$ cat src/rtl/wb_stage.sv
// Write-back stage: aligns control with memory-stage data, extends loads and owns the register file (2 bypassed reads).
// One alignment register, write one cycle later; never stalls. Optional RETIRE_CNT_EN builds a 64-bit retire counter.
module wb_stage #(
  parameter int          NREG    = 32,
  parameter logic [31:0] REG_RST = 32'h0
) (
  input  logic        clk,
  input  logic        rst,
  input  logic        valid_i,
  input  logic        flush_i,
  input  logic        regWEn_i,
  input  logic [1:0]  wbSel_i,
  input  logic [1:0]  dataSec_i,
  input  logic        unsigned_i,
  input  logic [4:0]  rd_i,
  input  logic [31:0] pc4_i,
  input  logic [31:0] memData_i,
  input  logic [31:0] alu_i,
  input  logic [4:0]  rs1_i,
  input  logic [4:0]  rs2_i,
  output logic [31:0] rs1Data_o,
  output logic [31:0] rs2Data_o,
  output logic        wbEn_o,
  output logic [4:0]  wbRd_o,
  output logic [31:0] wbData_o,
  output logic [63:0] retired_o
);

  localparam int AW = (NREG > 1) ? $clog2(NREG) : 1;

  localparam logic [1:0] SEL_MEM = 2'b00;
  localparam logic [1:0] SEL_ALU = 2'b01;
  localparam logic [1:0] SEL_PC4 = 2'b10;
  localparam logic [1:0] SEL_RSV = 2'b11;
  localparam logic [1:0] SEC_B   = 2'b00;
  localparam logic [1:0] SEC_H   = 2'b01;

  typedef struct packed {
    logic        valid;
    logic        regWEn;
    logic [1:0]  wbSel;
    logic [1:0]  dataSec;
    logic        uns;
    logic [4:0]  rd;
    logic [31:0] pc4;
  } ctrl_t;

  ctrl_t       ctrl_d, ctrl_q;
  logic [31:0] ext;
  logic [31:0] rf_q [NREG];

  function automatic logic in_range(input logic [4:0] r);
    return {27'd0, r} < 32'(NREG);
  endfunction

  // Flush only kills the instruction being captured; the stage never holds.
  always_comb begin
    ctrl_d.valid   = valid_i & ~flush_i;
    ctrl_d.regWEn  = regWEn_i;
    ctrl_d.wbSel   = wbSel_i;
    ctrl_d.dataSec = dataSec_i;
    ctrl_d.uns     = unsigned_i;
    ctrl_d.rd      = rd_i;
    ctrl_d.pc4     = pc4_i;
  end

  always_ff @(posedge clk or posedge rst) begin
    if (rst) begin
      ctrl_q <= '0;
    end else begin
      ctrl_q <= ctrl_d;
    end
  end

  always_comb begin
    ext = memData_i;
    case (ctrl_q.dataSec)
      SEC_B:   ext = {{24{~ctrl_q.uns & memData_i[7]}}, memData_i[7:0]};
      SEC_H:   ext = {{16{~ctrl_q.uns & memData_i[15]}}, memData_i[15:0]};
      default: ext = memData_i;
    endcase
  end

  always_comb begin
    wbData_o = 32'h0;
    case (ctrl_q.wbSel)
      SEL_MEM: wbData_o = ext;
      SEL_ALU: wbData_o = alu_i;
      SEL_PC4: wbData_o = ctrl_q.pc4;
      default: wbData_o = 32'h0;
    endcase
  end

  assign wbEn_o = ctrl_q.valid & ctrl_q.regWEn & (ctrl_q.rd != 5'd0) & (ctrl_q.wbSel != SEL_RSV);
  assign wbRd_o = ctrl_q.rd;

  // Entry 0 stays at zero: reset clears it and wbEn_o never targets it.
  always_ff @(posedge clk or posedge rst) begin
    if (rst) begin
      for (int i = 0; i < NREG; i++) begin
        rf_q[i] <= (i == 0) ? 32'h0 : REG_RST;
      end
    end else if (wbEn_o && in_range(ctrl_q.rd)) begin
      rf_q[ctrl_q.rd[AW-1:0]] <= wbData_o;
    end
  end

  function automatic logic [31:0] read_port(input logic [4:0] rs, input logic [31:0] rf_val);
    if (rs == 5'd0)                  return 32'h0;
    else if (wbEn_o && rs == wbRd_o) return wbData_o;
    else if (in_range(rs))           return rf_val;
    else                             return 32'h0;
  endfunction

  always_comb begin
    rs1Data_o = read_port(rs1_i, rf_q[rs1_i[AW-1:0]]);
    rs2Data_o = read_port(rs2_i, rf_q[rs2_i[AW-1:0]]);
  end

`ifdef RETIRE_CNT_EN
  logic [63:0] retired_d, retired_q;

  always_comb begin
    retired_d = retired_q + (ctrl_q.valid ? 64'd1 : 64'd0);
  end

  always_ff @(posedge clk or posedge rst) begin
    if (rst) begin
      retired_q <= 64'h0;
    end else begin
      retired_q <= retired_d;
    end
  end

  assign retired_o = retired_q;
`else
  assign retired_o = 64'h0;
`endif

endmodule

$ cat config.mk
export PLATFORM = sky130hd
export DESIGN_NAME = wb_stage
export DESIGN_NICKNAME = d
export VERILOG_FILES = /design/src/rtl/wb_stage.sv
export SDC_FILE = /design/constraint.sdc
export NUM_CORES = 2
export LEC_CHECK = 0
export CAP_MARGIN = 20
export CORE_MARGIN = 1
export CORE_UTILIZATION = 30
export CTS_CLUSTER_DIAMETER = 150
export DETAILED_ROUTE_END_ITERATION = 7
export PLACE_DENSITY = 0.56
export RECOVER_POWER = 25
export SYNTH_ARGS = -nofsm -noshare
export SYNTH_HDL_FRONTEND = slang
export SYNTH_SLANG_ARGS = --single-unit
$ cat constraint.sdc
create_clock -name clk -period 62.7 [get_ports clk]
set_input_delay 6.27 -clock clk [delete_from_list [all_inputs] [get_ports clk]]
set_output_delay 6.27 -clock clk [all_outputs]
set_load 0.02 [all_outputs]
## Yosys cells after proc, flatten, opt, wreduce, memory -nomap -nowiden

Index checks and enable logic that the tools add are counted.

- $lt $le $gt $ge: 4
- Equal/unequal tests: 6
- Muxes and demuxes: 15
- Bitwise logic cells: 11
- Reductions and logical operators: 8

Operator list:

| kind | count |
|---|---|
| bitwise mux 1024 bit | 1 |
| binary-select mux 32 bit (select 5 bit) | 2 |
| 2-to-1 mux 32 bit | 9 |
| demux 32 bit (select 5 bit) | 1 |
| one-hot mux 32 bit (3 select lines) | 1 |
| one-hot mux 32 bit (2 select lines) | 1 |
| greater-or-equal comparator 6 bit, second input constant | 3 |
| inverter 5 -> 6 bit | 3 |
| == test 5 bit | 2 |
| logical NOT 5 bit | 2 |
| AND 1 bit | 6 |
| < comparator 6 x 1 -> 1 bit, second input constant | 1 |
| nonzero test 5 bit | 1 |
| == test 2 x 1 -> 1 bit, second input constant | 2 |
| logical NOT 2 bit | 2 |
| logical AND 1 bit | 3 |
| == test 2 bit, second input constant | 1 |
| != test 2 bit, second input constant | 1 |
| inverter 1 bit | 2 |

- Register bits: 1068
- Input bits: 121
- Output and inout port bits: 166
- Logic and storage cells: 83

## Logic depth before layout (Yosys ltp)

- Word-level depth: 6
- Gate-level depth with buffers: 9
- Gate-level depth less buffers: 6

## Worst setup path after synthesis

Ideal clock, no wire load.

- Path type: in2out
- Start point: input rs1_i[0]
- End point: output rs1Data_o[26]
- Arrival time: 8040 ps
- Required time: 56430 ps
- Slack: 48390 ps
- Stages: 9
- Cell sequence: clkbuf_1 > buf_2 > buf_2 > buf_4 > mux2i_1 > a221oi_1 > nor2_1 > o2111a_1 > a21oi_1

- Longest elaborated chain between the ends: 6
- Elaborated cells between the ends (all ways): 9
- Those cells by class: 1 x eq/ne; 5 x mux; 1 x bitwise; 2 x reduce/logical

Ends and longest elaborated chain:

| item | RTL line | text |
|---|---|---|
| start: declaration | 19 | `input logic [4:0] rs1_i,` |
| inverter 5 -> 6 bit (implied by the code) | 116 | `rs1Data_o = read_port(rs1_i, rf_q[rs1_i[AW-1:0]]);` |
| binary-select mux 32 bit (select 5 bit) | 116 |  |
| 2-to-1 mux 32 bit (implied by the code) (2 in a row) | 116 |  |
| 2-to-1 mux 32 bit | 110 | `else if (wbEn_o && rs == wbRd_o) return wbData_o;` |
| 2-to-1 mux 32 bit (*) | 109 | `if (rs == 5'd0) return 32'h0;` |
| end: declaration | 21 | `output logic [31:0] rs1Data_o,` |

Mark *: on every way between the ends. The rest lies on a longest branch, timed or not. The select of a mux whose other input is x is not followed.

## Worst setup path after layout

- Start point: input rs2_i[0]
- End point: output rs2Data_o[4]

- Longest elaborated chain between the ends: 6
- Elaborated cells between the ends (all ways): 9
- Those cells by class: 1 x eq/ne; 5 x mux; 1 x bitwise; 2 x reduce/logical

Ends and longest elaborated chain:

| item | RTL line | text |
|---|---|---|
| start: declaration | 20 | `input logic [4:0] rs2_i,` |
| inverter 5 -> 6 bit (implied by the code) | 117 | `rs2Data_o = read_port(rs2_i, rf_q[rs2_i[AW-1:0]]);` |
| binary-select mux 32 bit (select 5 bit) | 117 |  |
| 2-to-1 mux 32 bit (implied by the code) (2 in a row) | 117 |  |
| 2-to-1 mux 32 bit | 110 |  |
| 2-to-1 mux 32 bit (*) | 109 |  |
| end: declaration | 22 | `output logic [31:0] rs2Data_o,` |

Marked as above.

==> results.py <==
metrics = {
    "outcome": {
        "status": "finished, violations left",
        "failed_checks": "design-rule violations, max-capacitance violations, max-slew violations",
    },
    "setup_path": {
        "crit_type": "in2out",
        "worstPathArrival_ps": 11150,
        "start_kind": "input port",
        "rrSetupSlack_ps": 58830,
        "crit_start": "rs2_i[0]",
        "reg2reg_from": "ctrl_q[41]",
        "crit_fanout": 60,
        "required_ps": 56430,
        "rr_worst_depth": 5,
        "r2r_end": "rf_q[673]",
        "endpoint_kind": "primary output",
        "crit_path_end": "rs2Data_o[4]",
    },
    "global_routing": {
        "grt_pass1_vias": 44629,
        "grt_use_total_pct": 21.3,
        "grt.overflow.total": 0,
        "antenna_found_initial": 11,
        "grt_pass1_wl_um": 305000,
        "grt_max_degree": 181,
    },
    "drt": {
        "final_antenna_net_count": 0,
        "wire_per_inst_um": 25.7,
        "drc": 38,
        "vias_per_cell": 5.57,
        "num_vias": 44735,
        "drtIter0Drc": 3926,
        "routed_wl_um": 207000,
        "firstDrtPassIters": 8,
    },
    "yosys": {
        "async_flop_share_pct": 100,
        "ys_warn_count": 0,
        "synth_edf_count": 0,
        "synth.cell_area_um2": 56700,
        "synth_ff_type": "dfrtp_1",
        "synth_cells": 5553,
        "avgSynthCellArea_um2": 10.2,
        "yosys.cell_types.count": 59,
        "ys_seq_area_share_pct": 47.1,
        "ys_ff_latch": 1068,
    },
    "timing": {
        "maxSlewViolCount": 401,
        "max_slew_margin_pct": -291,
        "tns_ps": 0,
        "holdWs_ps": 396,
        "setup_violations": 0,
        "setup_ws_ps": 45280,
        "clock_skew_ps": 27.4,
        "fmax_ghz": 0.0574,
        "period_share_pct": 27.8,
        "hold_viol": 0,
        "tightest_slew_ps": 5860,
        "min_period_ps": 17420,
        "rsz0062_at_grt": "false",
    },
    "floorplanning": {
        "dieArea_um2": 191000,
        "coreArea_um2": 188000,
        "die_y_um": 437,
        "row_count": 159,
        "die_width_um": 437,
        "ios": 287,
        "start_util_pct": 30.2,
    },
    "layout": {
        "design_area_um2": 64600,
        "areaGrowthSynthToFinish_pct": 14.0,
        "mostFrequentLayoutCells": "1067 x dfrtp_1, 648 x nor2_1, 645 x a21oi_1",
        "mostFrequentLayoutCell": "dfrtp_1",
        "fin_nets": 5551,
        "drive_gt1_share_pct": 12.8,
    },
    "cts": {
        "clockBufferDepth": 3,
        "postCtsHoldBufs": 0,
        "post_cts_buffers": 0,
        "cts-htree-levels": 3,
        "clkLatencyLatePin_ps": 740,
        "cts_made_buffers": 114,
        "ctsResizeCount": 0,
        "cts_tree": "done",
        "numClockSinks": 1068,
        "clk_pin_slew_ps": 60,
        "cts_root_buffer": "clkbuf_16",
    },
    "place": {
        "place_area_um2": 60500,
        "dpl.hpwl_um": 122000,
        "detailedPlace.worstSlack_ps": 44840,
        "portBuffers": 222,
        "gp_congestion": 0.826,
    },
    "worst_hold_path": {
        "whs_path_depth": 0,
        "hp-class": "reg2reg",
    },
    "pwr": {
        "power_uw": 1830,
        "irDropWorstVdd_uv": 22.7,
        "p_per_area_nw_per_um2": 28.3,
        "p_leak_uw": 0.0258,
    },
    "flow_run": {
        "drv_cap": 8,
    },
}
==> worst min path at each step <==
stage               slack (ps)       start    endpoint
finish                     400  rf_q[1022]  rf_q[1022]
detailed placement         380   rf_q[992]   rf_q[992]
CTS                        400  rf_q[1020]  rf_q[1020]
global route               410  rf_q[1007]  rf_q[1007]
global placement           380   rf_q[992]   rf_q[992]
floorplan                  440  rf_q[1000]  rf_q[1000]
==> per-stage QoR <==
stage,util (%),cells
global placement,32.2,7803
detailed placement,32.2,7805
global route,34.4,8026
CTS,34.4,8021
finish,34.4,8026
floorplan,-,5616
==> cells by family after synthesis <==
group           after synthesis  share of synthesized area, %
compound gates             1624                          17.4
simple gates               1373                          10.1
flops                      1068                          47.1
mux                         771                          19.4
buf+inv                     706                          5.74
xor+xnor                     10                         0.155
other cells                   1                       0.00662
==> area by class of cell <==
cell class	count	area (µm²)
repair buffers	366	3350
inverters	38	145
flip-flops and latches	1068	26700
clock buffers	155	3250
clock inverters	61	857
multi-input cells	3842	27100
well taps	2495	3120
fillers	18962	123000
diodes	1	2.50
==> state kept, by name, indices dropped and copies added (netlist names) <==
name,flops
rf_q,1024
wbRd_o,5
ctrl_q,39
==> per-layer routing <==
metal | GRT usage, % | vias up | wire (µm)
met1 | 26.5 | 22678 | 82400
met2 | 36.4 | 1799 | 102000
met5 | 0 | - | 13
li1 | - | 19770 | -
met4 | 10.4 | 2 | 10400
met3 | 2.69 | 486 | 12100
==> synth_stat cells, types with 4 or more instances <==
cell / count / area [µm²]
mux4_2: 264 / 5950
o221a_2: 31 / 349
nand2_1: 534 / 2000
or4_1: 4 / 30.0
a21oi_1: 650 / 3250
xor2_1: 6 / 52.6
nand3_1: 39 / 195
mux2i_1: 506 / 5060
clkbuf_1: 386 / 1450
o21ai_0: 397 / 1990
or3_1: 4 / 25.0
o2111a_1: 31 / 349
xnor2_1: 4 / 35.0
o21ai_1: 106 / 531
nand2b_1: 13 / 81.3
a22oi_1: 85 / 638
nor2b_1: 22 / 138
o31ai_1: 8 / 60.1
o21a_1: 16 / 120
o31a_1: 15 / 131
a221o_1: 8 / 80.1
a211o_1: 31 / 272
dfrtp_1: 1068 / 26700
buf_2: 163 / 816
nor3b_1: 32 / 240
o21ai_2: 7 / 61.3
nor2_1: 650 / 2440
nor3_1: 38 / 190
inv_1: 36 / 135
nor2_4: 5 / 56.3
a211oi_1: 31 / 233
a221oi_1: 202 / 1770
buf_4: 79 / 593
buf_6: 14 / 158
nor3_2: 8 / 80.1
buf_1: 26 / 97.6
==> where the power goes <==
group	switching [µW]	internal (µW)	total, µW
sequential	48.4	752	800
clock	301	441	743
combinational	169	118	287
total	519	1310	1830
==> worst max-delay path: stages <==
cell and delay, ps:
buf_8 520, buf_4 710, buf_4 680, buf_4 770, mux2i_1 160, a221oi_1 380, o21ai_0 150, a211oi_1 450
o221a_2 290, clkdlybuf4s50_1 610
No activity file was read; power rests on OpenSTA's default activity.
